`config.mk`:
```
export PLATFORM = sky130hd
export DESIGN_NAME = slon5_scan_m
export DESIGN_NICKNAME = d
export VERILOG_FILES = /design/src/rtl/slon5_scan_m.sv
export SDC_FILE = /design/constraint.sdc
export NUM_CORES = 1
export LEC_CHECK = 0
export BUFFER_PORTS_ARGS = -buffer_cell sky130_fd_sc_hd__buf_4
export CAP_MARGIN = 20
export CELL_PAD_IN_SITES_DETAIL_PLACEMENT = 1
export CELL_PAD_IN_SITES_GLOBAL_PLACEMENT = 1
export CORE_MARGIN = 2
export CORE_UTILIZATION = 38
export CTS_CLUSTER_DIAMETER = 60
export DETAILED_ROUTE_END_ITERATION = 8
export PLACE_DENSITY_LB_ADDON = 0.1
export SETUP_SLACK_MARGIN = 0.4
export SLEW_MARGIN = 0
export SYNTH_ARGS = -nofsm -noshare
export SYNTH_HDL_FRONTEND = slang
export SYNTH_SLANG_ARGS = --single-unit
```
`constraint.sdc`:
```
create_clock -name clk -period 5.1 [get_ports clk]
set_input_delay 1.02 -clock clk [delete_from_list [all_inputs] [get_ports clk]]
set_output_delay 1.02 -clock clk [all_outputs]
set_load 0.05 [all_outputs]
```
`src/rtl/slon5_scan_m.sv`:
```
// slon5_scan_m: display scan sequencer walking the table index and driving multiplexed digits with dead time
`ifndef DOUT_WIDTH
`define DOUT_WIDTH 8
`endif
module slon5_scan_m #(
  parameter int DIGITS  = 4,
  parameter int DIV     = 1000,
  parameter int BLANK   = 2,
  parameter int DOUT_W  = `DOUT_WIDTH,
  parameter int IDX_W   = $clog2(DIGITS),
  parameter int DIG_POL = 1
) (
  input  logic              clk,
  input  logic              rst,
  input  logic              en,
  output logic [IDX_W-1:0]  idx_o,
  input  logic [DOUT_W-1:0] dout_i,
  output logic [DOUT_W-1:0] seg_o,
  output logic [DIGITS-1:0] dig_o,
  output logic              frame_o
);
  localparam int MX = DIV > BLANK ? DIV : BLANK;
  localparam int CW = $clog2(MX + 1);
  localparam logic [DIGITS-1:0] OFF = {DIGITS{DIG_POL == 0}};
  typedef enum logic {BLK, SHOW} state_t;
  state_t state_q, state_d;
  logic [CW-1:0] cnt_q, cnt_d;
  logic [IDX_W-1:0] idx_q, idx_d;
  logic [DOUT_W-1:0] seg_q, seg_d;
  logic [DIGITS-1:0] dig_q, dig_d;
  logic frame_q, frame_d, last, wrap;
  always_comb begin
    state_d = state_q;
    cnt_d   = cnt_q + 1'b1;
    idx_d   = idx_q;
    seg_d   = seg_q;
    frame_d = 1'b0;
    last    = state_q == BLK ? cnt_q == CW'(BLANK - 1) : cnt_q == CW'(DIV - 1);
    wrap    = idx_q == IDX_W'(DIGITS - 1);
    if (!en) begin
      state_d = BLK;
      cnt_d   = '0;
    end else if (last) begin
      cnt_d = '0;
      if (state_q == BLK) begin
        state_d = SHOW;
        seg_d   = dout_i;
      end else begin
        state_d = BLK;
        idx_d   = wrap ? '0 : idx_q + 1'b1;
        frame_d = wrap;
      end
    end
    dig_d = state_d == SHOW ? OFF ^ (DIGITS'(1) << idx_d) : OFF;
  end
  always_ff @(posedge clk) begin
    if (rst) begin
      state_q <= BLK;
      cnt_q   <= '0;
      idx_q   <= '0;
      seg_q   <= '0;
      dig_q   <= OFF;
      frame_q <= 1'b0;
    end else begin
      state_q <= state_d;
      cnt_q   <= cnt_d;
      idx_q   <= idx_d;
      seg_q   <= seg_d;
      dig_q   <= dig_d;
      frame_q <= frame_d;
    end
  end
  assign idx_o   = idx_q;
  assign seg_o   = seg_q;
  assign dig_o   = dig_q;
  assign frame_o = frame_q;
endmodule

```
==> flow_metrics.py, run 1 <==
metrics = {
    "timing": {
        "finalMaxSlewViolations": 0,
        "final_period_utilization": 0.476,
        "maxClockFrequency_ghz": 0.412,
        "timing_hold_violations_final": 0,
        "tightestPinTransition_ps": 526,
        "min_period_ps": 2430,
        "max-slew-margin-rel": 0.648,
        "finalSetupTns_ps": 0,
        "fin_worst_hold_slack_ps": 484,
        "grt_setup_unrepaired": "no",
        "setup_viol": 0,
        "clock-skew-final_ps": 1.60,
    },
    "die": {
        "overall_die_area_sq_mm": 0.00363,
        "die-height_microns": 60.3,
        "io_pins": 26,
        "design.core.area_sq_mm": 0.00303,
        "initial_core_util": 0.398,
        "die-width_microns": 60.3,
        "floorplan.rows": 20,
    },
    "finish": {
        "final_net_count": 165,
        "post_route_cells_drive_above_1_share": 0.221,
        "insertedDiodeCount": 0,
        "design_area_sq_mm": 0.00144,
        "area.growth.synth_to_final_pct": 19.9,
    },
    "synth": {
        "synth_top_flop_cell": "dfxtp_1",
        "yosys.cell_types.count": 25,
        "synth.ff_latch_count": 26,
        "synth.area.top_cells": "dfxtp_1, mux2i_1, nand2b_1",
        "most_instantiated_cells_after_synthesis": "dfxtp_1, nand2b_1, mux2i_1, nor3_1, nor2_1",
        "synth-warning-count": 0,
        "synth_enable_flop_cells": 0,
        "synthDominantCellAreaShare": 0.432,
        "synth.avg_cell_area_sq_um": 9.55,
        "syn_std_cell_area_sq_mm": 0.00120,
        "netlist.top_cell.by_area": "dfxtp_1",
        "synth_sequential_area_ratio": 0.432,
        "syn-instance-count": 126,
        "synth_most_common_cell": "dfxtp_1",
        "synth_fp_nets": 140,
        "synth-async-reset-ratio": 0,
    },
    "global_routing": {
        "grt_start_max_net_pins": 22,
        "grt_pass1_wl_mm": 4.00,
        "grt_usage": 0.148,
        "grt_pass1_vias": 919,
        "initial_antenna_violation_count": 0,
        "grt.overflow.total": 0,
    },
    "job": {
        "max_cap_violations": 0,
    },
    "setup_path": {
        "worst_case_register_to_register_setup_slack_ps": 2670,
        "setup.worst_path.start_class": "flop",
        "worstRegToRegCells": 8,
        "rr_startpoint": "cnt_q[6]$_SDFF_PP0_",
        "regToRegEndpoint": "dig_o[0]$_SDFF_PP0_",
        "worstSetupPathType": "reg2reg",
        "worst_ep_arrival_time_ps": 2680,
        "critPathCaptureType": "flop",
        "critPathMaxFanout": 10,
        "worst-endpoint-required_ps": 5350,
    },
    "worst_hold_path": {
        "min_delay_path_depth": 2,
        "min_from": "seg_o[7]$_SDFFE_PP0P_",
        "worstHoldEndpoint": "seg_o[7]$_SDFFE_PP0P_",
        "hold_class": "reg2reg",
    },
    "routing": {
        "post-route-drc-count": 0,
        "antenna_left": 0,
        "wl_per_cell_microns": 12.4,
        "drt_wl_total_mm": 2.40,
        "routed_length_on_met3_microns": 98,
        "detailedRoute.firstIterationViolations": 17,
        "post_drt_via_cell_ratio": 4.80,
        "dr_total_vias": 926,
        "dr.pass1.iters": 4,
        "dr_wl_met2_mm": 1.23,
        "routedLengthMet1_mm": 1.05,
        "routed.top_layer": "met4",
    },
    "power": {
        "powerDensity_mw_per_mm2": 230,
        "power.leakage_nw": 0.516,
        "ir_drop_mv": 0.139,
    },
    "placement": {
        "total_of_buffers_placed_on_input_and_output_ports": 25,
        "place.gp.congestion": 0.769,
        "placed_cell_area_sq_mm": 0.00142,
        "hpwl_mm": 1.77,
    },
    "clock_network": {
        "ctsLongestPathBuffers": 2,
        "cts_htree_levels": 1,
        "cts_inserted_buffers": 3,
        "tritoncts_clock_tree": "built",
        "clk_pin_slew_ps": 130,
        "post_cts.repair.setup_buffers": 0,
        "cts_sinks": 26,
        "cts-root-buf": "clkbuf_4",
        "holdBufCountCts": 0,
        "cts.repair.resized": 0,
        "clock_latency_ps": 310,
    },
    "outcome": {
        "status": "complete, no violations",
    },
}
-- worst max-delay path: stages (launching register included) --
cell	delay (ps)
dfxtp_1	440
nand4_1	130
or2_0	380
a21oi_2	470
ha_1	190
inv_1	40
nor2_1	420
nand3b_1	130
mux2i_1	160
-- layout by cell type, fill, tap and decap left out, types with 4 or more instances in the layout --
cell type  synthesis  final
dfxtp_1           26     26
nand3_1            5      5
nor2_1             9      9
nand2b_1          19     19
nand2_1            8      8
xnor2_1            6      6
buf_4              0     25
nor3_1            11     11
nand3b_1           4      4
mux2i_1           13     13
-- flip-flops by register name (all words and copies together) (netlist names) --
name and cells:
cnt_q 10, dig_o 4, frame_o 1, idx_o 2
seg_o 8, state_q 1
-- stage by stage --
stage | power [mW] | instances | utilization | setup WS, ps
after floorplan | 0.238 | 126 | - | 3130
after global placement | 0.250 | 190 | 0.469 | 2760
after detailed placement | 0.251 | 190 | 0.469 | 2680
after CTS | 0.339 | 193 | 0.476 | 2640
after global routing | 0.352 | 193 | 0.476 | 2420
final | 0.332 | 193 | 0.476 | 2670
-- final cells by class --
class                      instances  area [sq um]
multi-input combinational         94           653
inverter                           1          3.75
fill                             355          1590
timing repair buffer              25           188
tap                               44          55.1
sequential                        26           520
clock buffer                       3          22.5
-- report_power, final --
group | leakage (nW) | switching (mW) | internal, mW
clock network | 0.0138 | 0.0581 | 0.0276
registers | 0.210 | 0.00293 | 0.207
logic | 0.292 | 0.0214 | 0.0154
total | 0.516 | 0.0825 | 0.250
-- cells by family after synthesis --
kind of cell             Yosys count  share of synthesized area
XOR/XNOR                           8                     0.0582
buffers and inverters              6                     0.0249
flip-flops                        26                      0.432
adder cells (fa/ha/maj)            3                     0.0312
multiplexers                      14                      0.121
AND/OR/NAND/NOR                   66                      0.298
AO/OA/AOI/OAI                      3                     0.0343
-- per-layer routing --
metal  vias to the layer above  track usage
li1                        473            -
met1                       436        0.162
met2                        15        0.262
met3                         2       0.0584
met4                         0       0.0381
met5                         -            0
-- worst max-delay path by stage --
stage,startpoint,endpoint,slack (ps),cells past startpoint
2_1_floorplan,cnt_q[5]$_SDFF_PP0_,dig_o[3]$_SDFF_PP0_,3130,9
3_3_place_gp,rst,dig_o[2]$_SDFF_PP0_,2760,5
3_5_place_dp,rst,dig_o[0]$_SDFF_PP0_,2680,5
4_1_cts,cnt_q[6]$_SDFF_PP0_,dig_o[0]$_SDFF_PP0_,2640,8
5_1_grt,cnt_q[6]$_SDFF_PP0_,dig_o[0]$_SDFF_PP0_,2420,8
6_report,cnt_q[6]$_SDFF_PP0_,dig_o[0]$_SDFF_PP0_,2670,8
Power figures use the tool's default switching activity.
==> inputs of run 2 (changes only) <==
CORE_UTILIZATION = 36   (was 38)
clock period = 1.9 ns   (was 5.1 ns; I/O delays follow)
==> run 2 against run 1 <==
Core utilization up 9.4 points. Hold slack worse by 180 ps. Clock power rose to 3.4 times the previous value. Clock skew about the same. Via count up 15%. Highest routed layer unchanged.
==> flow_metrics.py, run 2 (synthesized netlist as in run 1, its figures left out) <==
metrics = {
    "placement": {
        "hpwl_mm": 1.95,
        "total_of_buffers_placed_on_input_and_output_ports": 25,
        "placed_cell_area_sq_mm": 0.00148,
        "place.gp.congestion": 0.832,
        "minimum_setup_slack_after_placement_ps": 105,
    },
    "power": {
        "power.internal_mw": 0.738,
        "power_frac_comb": 0.152,
        "switching_power_mw": 0.255,
        "powerDensity_mw_per_mm2": 557,
        "power.leakage_nw": 0.667,
        "ir_drop_mv": 0.375,
        "switching_part_of_the_total": 0.257,
        "share_seq_of_total_power": 0.558,
        "clockPowerShare": 0.290,
    },
    "routing": {
        "routed_length_on_met3_microns": 108,
        "antenna_left": 0,
        "detailedRoute.firstIterationViolations": 25,
        "routed.top_layer": "met4",
        "post_drt_via_cell_ratio": 4.99,
        "routedLengthMet1_mm": 1.32,
        "wl_per_cell_microns": 15.7,
        "dr.pass1.iters": 4,
        "post-route-drc-count": 0,
        "dr_total_vias": 1062,
        "drt_wl_total_mm": 3.35,
        "dr_wl_met2_mm": 1.87,
    },
    "finish": {
        "max_flop_register": "cnt_q",
        "mostFrequentLayoutCell": "buf_4",
        "insertedDiodeCount": 0,
        "final_net_count": 184,
        "area.growth.synth_to_final_pct": 48.1,
        "most_used_cells_in_the_layout_excluding_fill_and_tap_cells": "buf_4, nand2b_1, dfxtp_1, mux2i_1, nor3_1",
        "design_area_sq_mm": 0.00178,
        "largest_register_ffs": 10,
        "post_route_cells_drive_above_1_share": 0.420,
    },
    "clock_network": {
        "cts_htree_levels": 1,
        "ctsLongestPathBuffers": 2,
        "tritoncts_clock_tree": "built",
        "cts-root-buf": "clkbuf_4",
        "clk_pin_slew_ps": 140,
        "cts_sinks": 26,
        "holdBufCountCts": 0,
        "cts_inserted_buffers": 3,
        "clock_latency_ps": 320,
    },
    "worst_hold_path": {
        "hold_class": "in2reg",
    },
    "setup_path": {
        "critPathMaxFanout": 3,
        "worstSetupPathType": "reg2reg",
        "worst-endpoint-required_ps": 2130,
        "worst_ep_arrival_time_ps": 1890,
        "critPathCaptureType": "flop",
        "setup.worst_path.start_class": "flop",
    },
    "global_routing": {
        "grt_usage": 0.185,
        "grt_pass1_wl_mm": 5.11,
        "grt_start_max_net_pins": 22,
        "initial_antenna_violation_count": 0,
        "grt.overflow.total": 0,
        "grt_pass1_vias": 1078,
    },
    "timing": {
        "finalSetupTns_ps": 0,
        "grt_setup_unrepaired": "yes",
        "min_period_ps": 1660,
        "final_period_utilization": 0.874,
        "timing_hold_violations_final": 0,
        "clock-skew-final_ps": 2.10,
        "max-slew-margin-rel": 0.790,
        "maxClockFrequency_ghz": 0.602,
        "setup_viol": 0,
        "tightestPinTransition_ps": 313,
        "worst_slack_ps": 239,
        "finalMaxSlewViolations": 0,
    },
    "die": {
        "design.core.area_sq_mm": 0.00313,
        "initial_core_util": 0.385,
        "overall_die_area_sq_mm": 0.00382,
        "die-height_microns": 61.8,
        "die-width_microns": 61.8,
        "io_pins": 26,
        "floorplan.rows": 20,
    },
    "outcome": {
        "status": "complete, no violations",
    },
    "job": {
        "max_cap_violations": 0,
    },
}
==> run 2: changes by cell type in the layout (fill, tap and decap cells not counted), moves of 3 or more <==
cell / previous run / this run
buf_12: 0 / 4
dfxtp_1: 26 / 15
dfxtp_2: 0 / 4
buf_6: 0 / 3
buf_4: 25 / 34
dfxtp_4: 0 / 7
==> run 2: area by class of cell <==
type | count | area [sq um]
Fill cell | 364 | 1350
Multi-Input combinational cell | 95 | 724
Sequential cell | 26 | 552
Timing Repair Buffer | 43 | 409
Tap cell | 44 | 55.1
Clock buffer | 4 | 36.3
Inverter | 1 | 6.26
==> run 2: what timing repair did <==
item	in CTS	in global routing
resized for setup	16	7
cloned	1	1
setup buffers	9	5
pin swaps	7	8
endpoints found under the setup margin	16	25
==> run 2: power groups by stage <==
stage	sequential [mW]	combinational [mW]	clock, mW
6_report	0.554	0.151	0.289
5_1_grt	0.556	0.161	0.318
4_1_cts	0.555	0.132	0.297
3_5_place_dp	0.575	0.112	0
3_3_place_gp	0.574	0.108	0
2_1_floorplan	0.595	0.0488	0
==> run 2: layer usage <==
layer / vias up / GRT usage
li1: 519 / -
met5: - / 0
met4: 0 / 0.0274
met2: 19 / 0.355
met3: 4 / 0.0538
met1: 520 / 0.206
==> run 2: worst max-delay path: stages (launching register included) <==
cell     delay [ps]
dfxtp_4         390
nor4_4          300
nand2_2         120
buf_6           140
buf_12          120
a21oi_4         180
mux2_4          310
==> run 2: per-stage QoR <==
step / power, mW / std cells / utilization / hold WS, ps
2_1_floorplan: 0.644 / 126 / - / 464
3_3_place_gp: 0.683 / 193 / 0.473 / 457
3_5_place_dp: 0.687 / 193 / 0.473 / 473
4_1_cts: 0.985 / 207 / 0.540 / 294
5_1_grt: 1.04 / 213 / 0.570 / 293
6_report: 0.993 / 213 / 0.570 / 305
==> run 2: path summary, 6_finish.rpt <==
check,from,endpoint,slack (ps),depth (start not counted)
worst max register to register,state_q$_SDFF_PP0_,idx_o[0]$_SDFF_PP0_,240,6
worst min register to register,seg_o[3]$_SDFFE_PP0P_,seg_o[3]$_SDFFE_PP0P_,490,2
worst min-delay path,dout_i[2],seg_o[2]$_SDFFE_PP0P_,310,3
worst max-delay path,state_q$_SDFF_PP0_,idx_o[0]$_SDFF_PP0_,240,6
==> inputs of run 3 (changes only) <==
BUFFER_PORTS_ARGS = -buffer_cell sky130_fd_sc_hd__buf_2   (was -buffer_cell sky130_fd_sc_hd__buf_4)
CAP_MARGIN = 10   (was 20)
==> run 3 against run 2 <==
Final cell count up 0.94%. Core utilization fell by 2.1 points. Clock-buffer cell count fell by 1. Critical path type unchanged. Critical endpoint is now seg_o[2]$_SDFFE_PP0P_.
==> flow_metrics.py, run 3 (synthesized netlist as in run 1, its figures left out) <==
metrics = {
    "outcome": {
        "status": "complete, no violations",
    },
    "finish": {
        "area.growth.synth_to_final_pct": 42.7,
        "largest_register_ffs": 10,
        "max_flop_register": "cnt_q",
        "area.sequential_sq_um": 556,
        "mostFrequentLayoutCell": "buf_2",
        "final_net_count": 186,
        "insertedDiodeCount": 0,
        "post_route_cells_drive_above_1_share": 0.427,
        "multiInputGateArea_sq_um": 741,
        "most_used_cells_in_the_layout_excluding_fill_and_tap_cells": "buf_2, nand2b_1, dfxtp_1, buf_4, mux2i_1",
        "final.fill_count": 370,
    },
    "routing": {
        "wl_per_cell_microns": 14.8,
        "detailedRoute.firstIterationViolations": 37,
        "post-route-drc-count": 0,
        "dr_total_vias": 1065,
        "antenna_left": 0,
        "dr.pass1.iters": 4,
        "drt_wl_total_mm": 3.18,
        "post_drt_via_cell_ratio": 4.95,
    },
    "die": {
        "die-width_microns": 61.8,
        "floorplan.rows": 20,
        "io_pins": 26,
        "design.core.area_sq_mm": 0.00313,
        "initial_core_util": 0.385,
        "die-height_microns": 61.8,
        "overall_die_area_sq_mm": 0.00382,
    },
    "global_routing": {
        "grt_pass1_vias": 1114,
        "initial_antenna_violation_count": 0,
        "grt_start_max_net_pins": 22,
        "grt_usage": 0.187,
        "grt.overflow.total": 0,
        "grt_pass1_wl_mm": 5.24,
    },
    "power": {
        "power.leakage_nw": 0.674,
        "switching_power_mw": 0.251,
        "power_frac_comb": 0.118,
        "powerDensity_mw_per_mm2": 617,
        "share_seq_of_total_power": 0.520,
        "power.internal_mw": 0.809,
        "switching_part_of_the_total": 0.237,
        "clockPowerShare": 0.362,
        "report.power.total_mw": 1.06,
        "ir_drop_mv": 0.298,
    },
    "placement": {
        "hpwl_mm": 1.91,
        "place.gp.congestion": 0.756,
        "total_of_buffers_placed_on_input_and_output_ports": 25,
    },
    "job": {
        "max_cap_violations": 0,
    },
    "setup_path": {
        "worst-endpoint-required_ps": 2160,
        "path_common_cell": "buf_4",
        "worst_ep_arrival_time_ps": 1870,
        "timing.critical_path.cells": "nor4_4, nand2_2, buf_4, buf_4, a21oi_4, buf_12, mux2i_1",
        "critPathCaptureType": "flop",
        "worst_case_register_to_register_setup_slack_ps": 300,
        "critical-path-slowest-cell": "dfxtp_4",
        "setup.worst_path.start_class": "flop",
        "cpPeakStageDelay_ps": 390,
        "worstSetupPathType": "reg2reg",
        "critPathMaxFanout": 8,
    },
    "timing": {
        "setup_viol": 0,
        "final_period_utilization": 0.844,
        "clock-skew-final_ps": 1.85,
        "maxClockFrequency_ghz": 0.624,
        "max-slew-margin-rel": 0.799,
        "timing_hold_violations_final": 0,
        "min_period_ps": 1600,
        "finalMaxSlewViolations": 0,
        "grt_setup_unrepaired": "yes",
        "finalSetupTns_ps": 0,
        "tightestPinTransition_ps": 300,
    },
    "clock_network": {
        "clock_latency_ps": 320,
        "clk_pin_slew_ps": 140,
        "ctsLongestPathBuffers": 2,
        "cts_inserted_buffers": 3,
        "cts_htree_levels": 1,
        "cts-root-buf": "clkbuf_4",
        "holdBufCountCts": 0,
        "cts_sinks": 26,
        "tritoncts_clock_tree": "built",
    },
    "worst_hold_path": {
        "hold_class": "in2reg",
    },
}
-- run 3: cell types whose count changed in the layout (fill, tap and decap cells not counted), sizes merged --
cell / previous run / this run
buf: 42 / 44
bufinv: 0 / 1
clkbuf: 5 / 4
-- run 3: through the flow --
stage               cell area [sq um]  std cells  hold WS [ps]  setup WS, ps  utilization
floorplan                        1240        126           464           204            -
global placement                 1420        193           455           157        0.453
detailed placement               1420        193           473          90.3        0.453
CTS                              1680        212           281           298        0.538
global route                     1720        215           280           187        0.549
finish                           1720        215           294           297        0.549
-- run 3: worst paths after layout --
| check | end | start | depth (start not counted) |
|---|---|---|---|
| setup / recovery | seg_o[2]$_SDFFE_PP0P_ | cnt_q[7]$_SDFF_PP0_ | 7 |
| hold / removal | seg_o[0]$_SDFFE_PP0P_ | dout_i[0] | 3 |
| setup reg to reg | seg_o[2]$_SDFFE_PP0P_ | cnt_q[7]$_SDFF_PP0_ | 7 |
| hold reg to reg | seg_o[2]$_SDFFE_PP0P_ | seg_o[2]$_SDFFE_PP0P_ | 2 |
-- run 3: what timing repair did --
action | CTS | global route
gates cloned | 1 | 0
hold endpoints to repair | 0 | 0
buffers inserted | 14 | 3
gates resized for setup | 23 | 5
endpoints found under the setup margin | 26 | 17
pin swaps | 12 | 5
-- run 3: worst max-delay path: cells and delay by family, from the launching register on --
kind	cells	cell delay, ps
muxes	1	180
buffers and inverters	3	430
DFF	1	390
AOI/OAI and AO/OA	1	130
and+or+nand+nor	2	400
-- run 3: metal layers --
metal | global-route usage | vias to the layer above | wire [microns] | part of all wire
li1 | - | 520 | - | -
met1 | 0.211 | 520 | 1300 | 0.41
met2 | 0.356 | 21 | 1730 | 0.54
met3 | 0.0435 | 4 | 120 | 0.038
met4 | 0.0365 | 0 | 29 | 0.0091
met5 | 0 | - | 0 | 0
-- run 3: final cells by class --
type	instances	area share
multi-input combinational	95	0.431
sequential	26	0.323
timing repair buffer	45	0.179
tap	44	0.0320
clock inverter	1	0.0175
clock buffer	3	0.0131
inverter	1	0.00364
-- run 3: power groups by stage --
stage	registers [mW]	clock network (mW)	logic (mW)
final	0.552	0.384	0.125
after global routing	0.554	0.417	0.135
after floorplan	0.595	0	0.0488
after global placement	0.574	0	0.0986
after detailed placement	0.575	0	0.102
after CTS	0.555	0.391	0.121
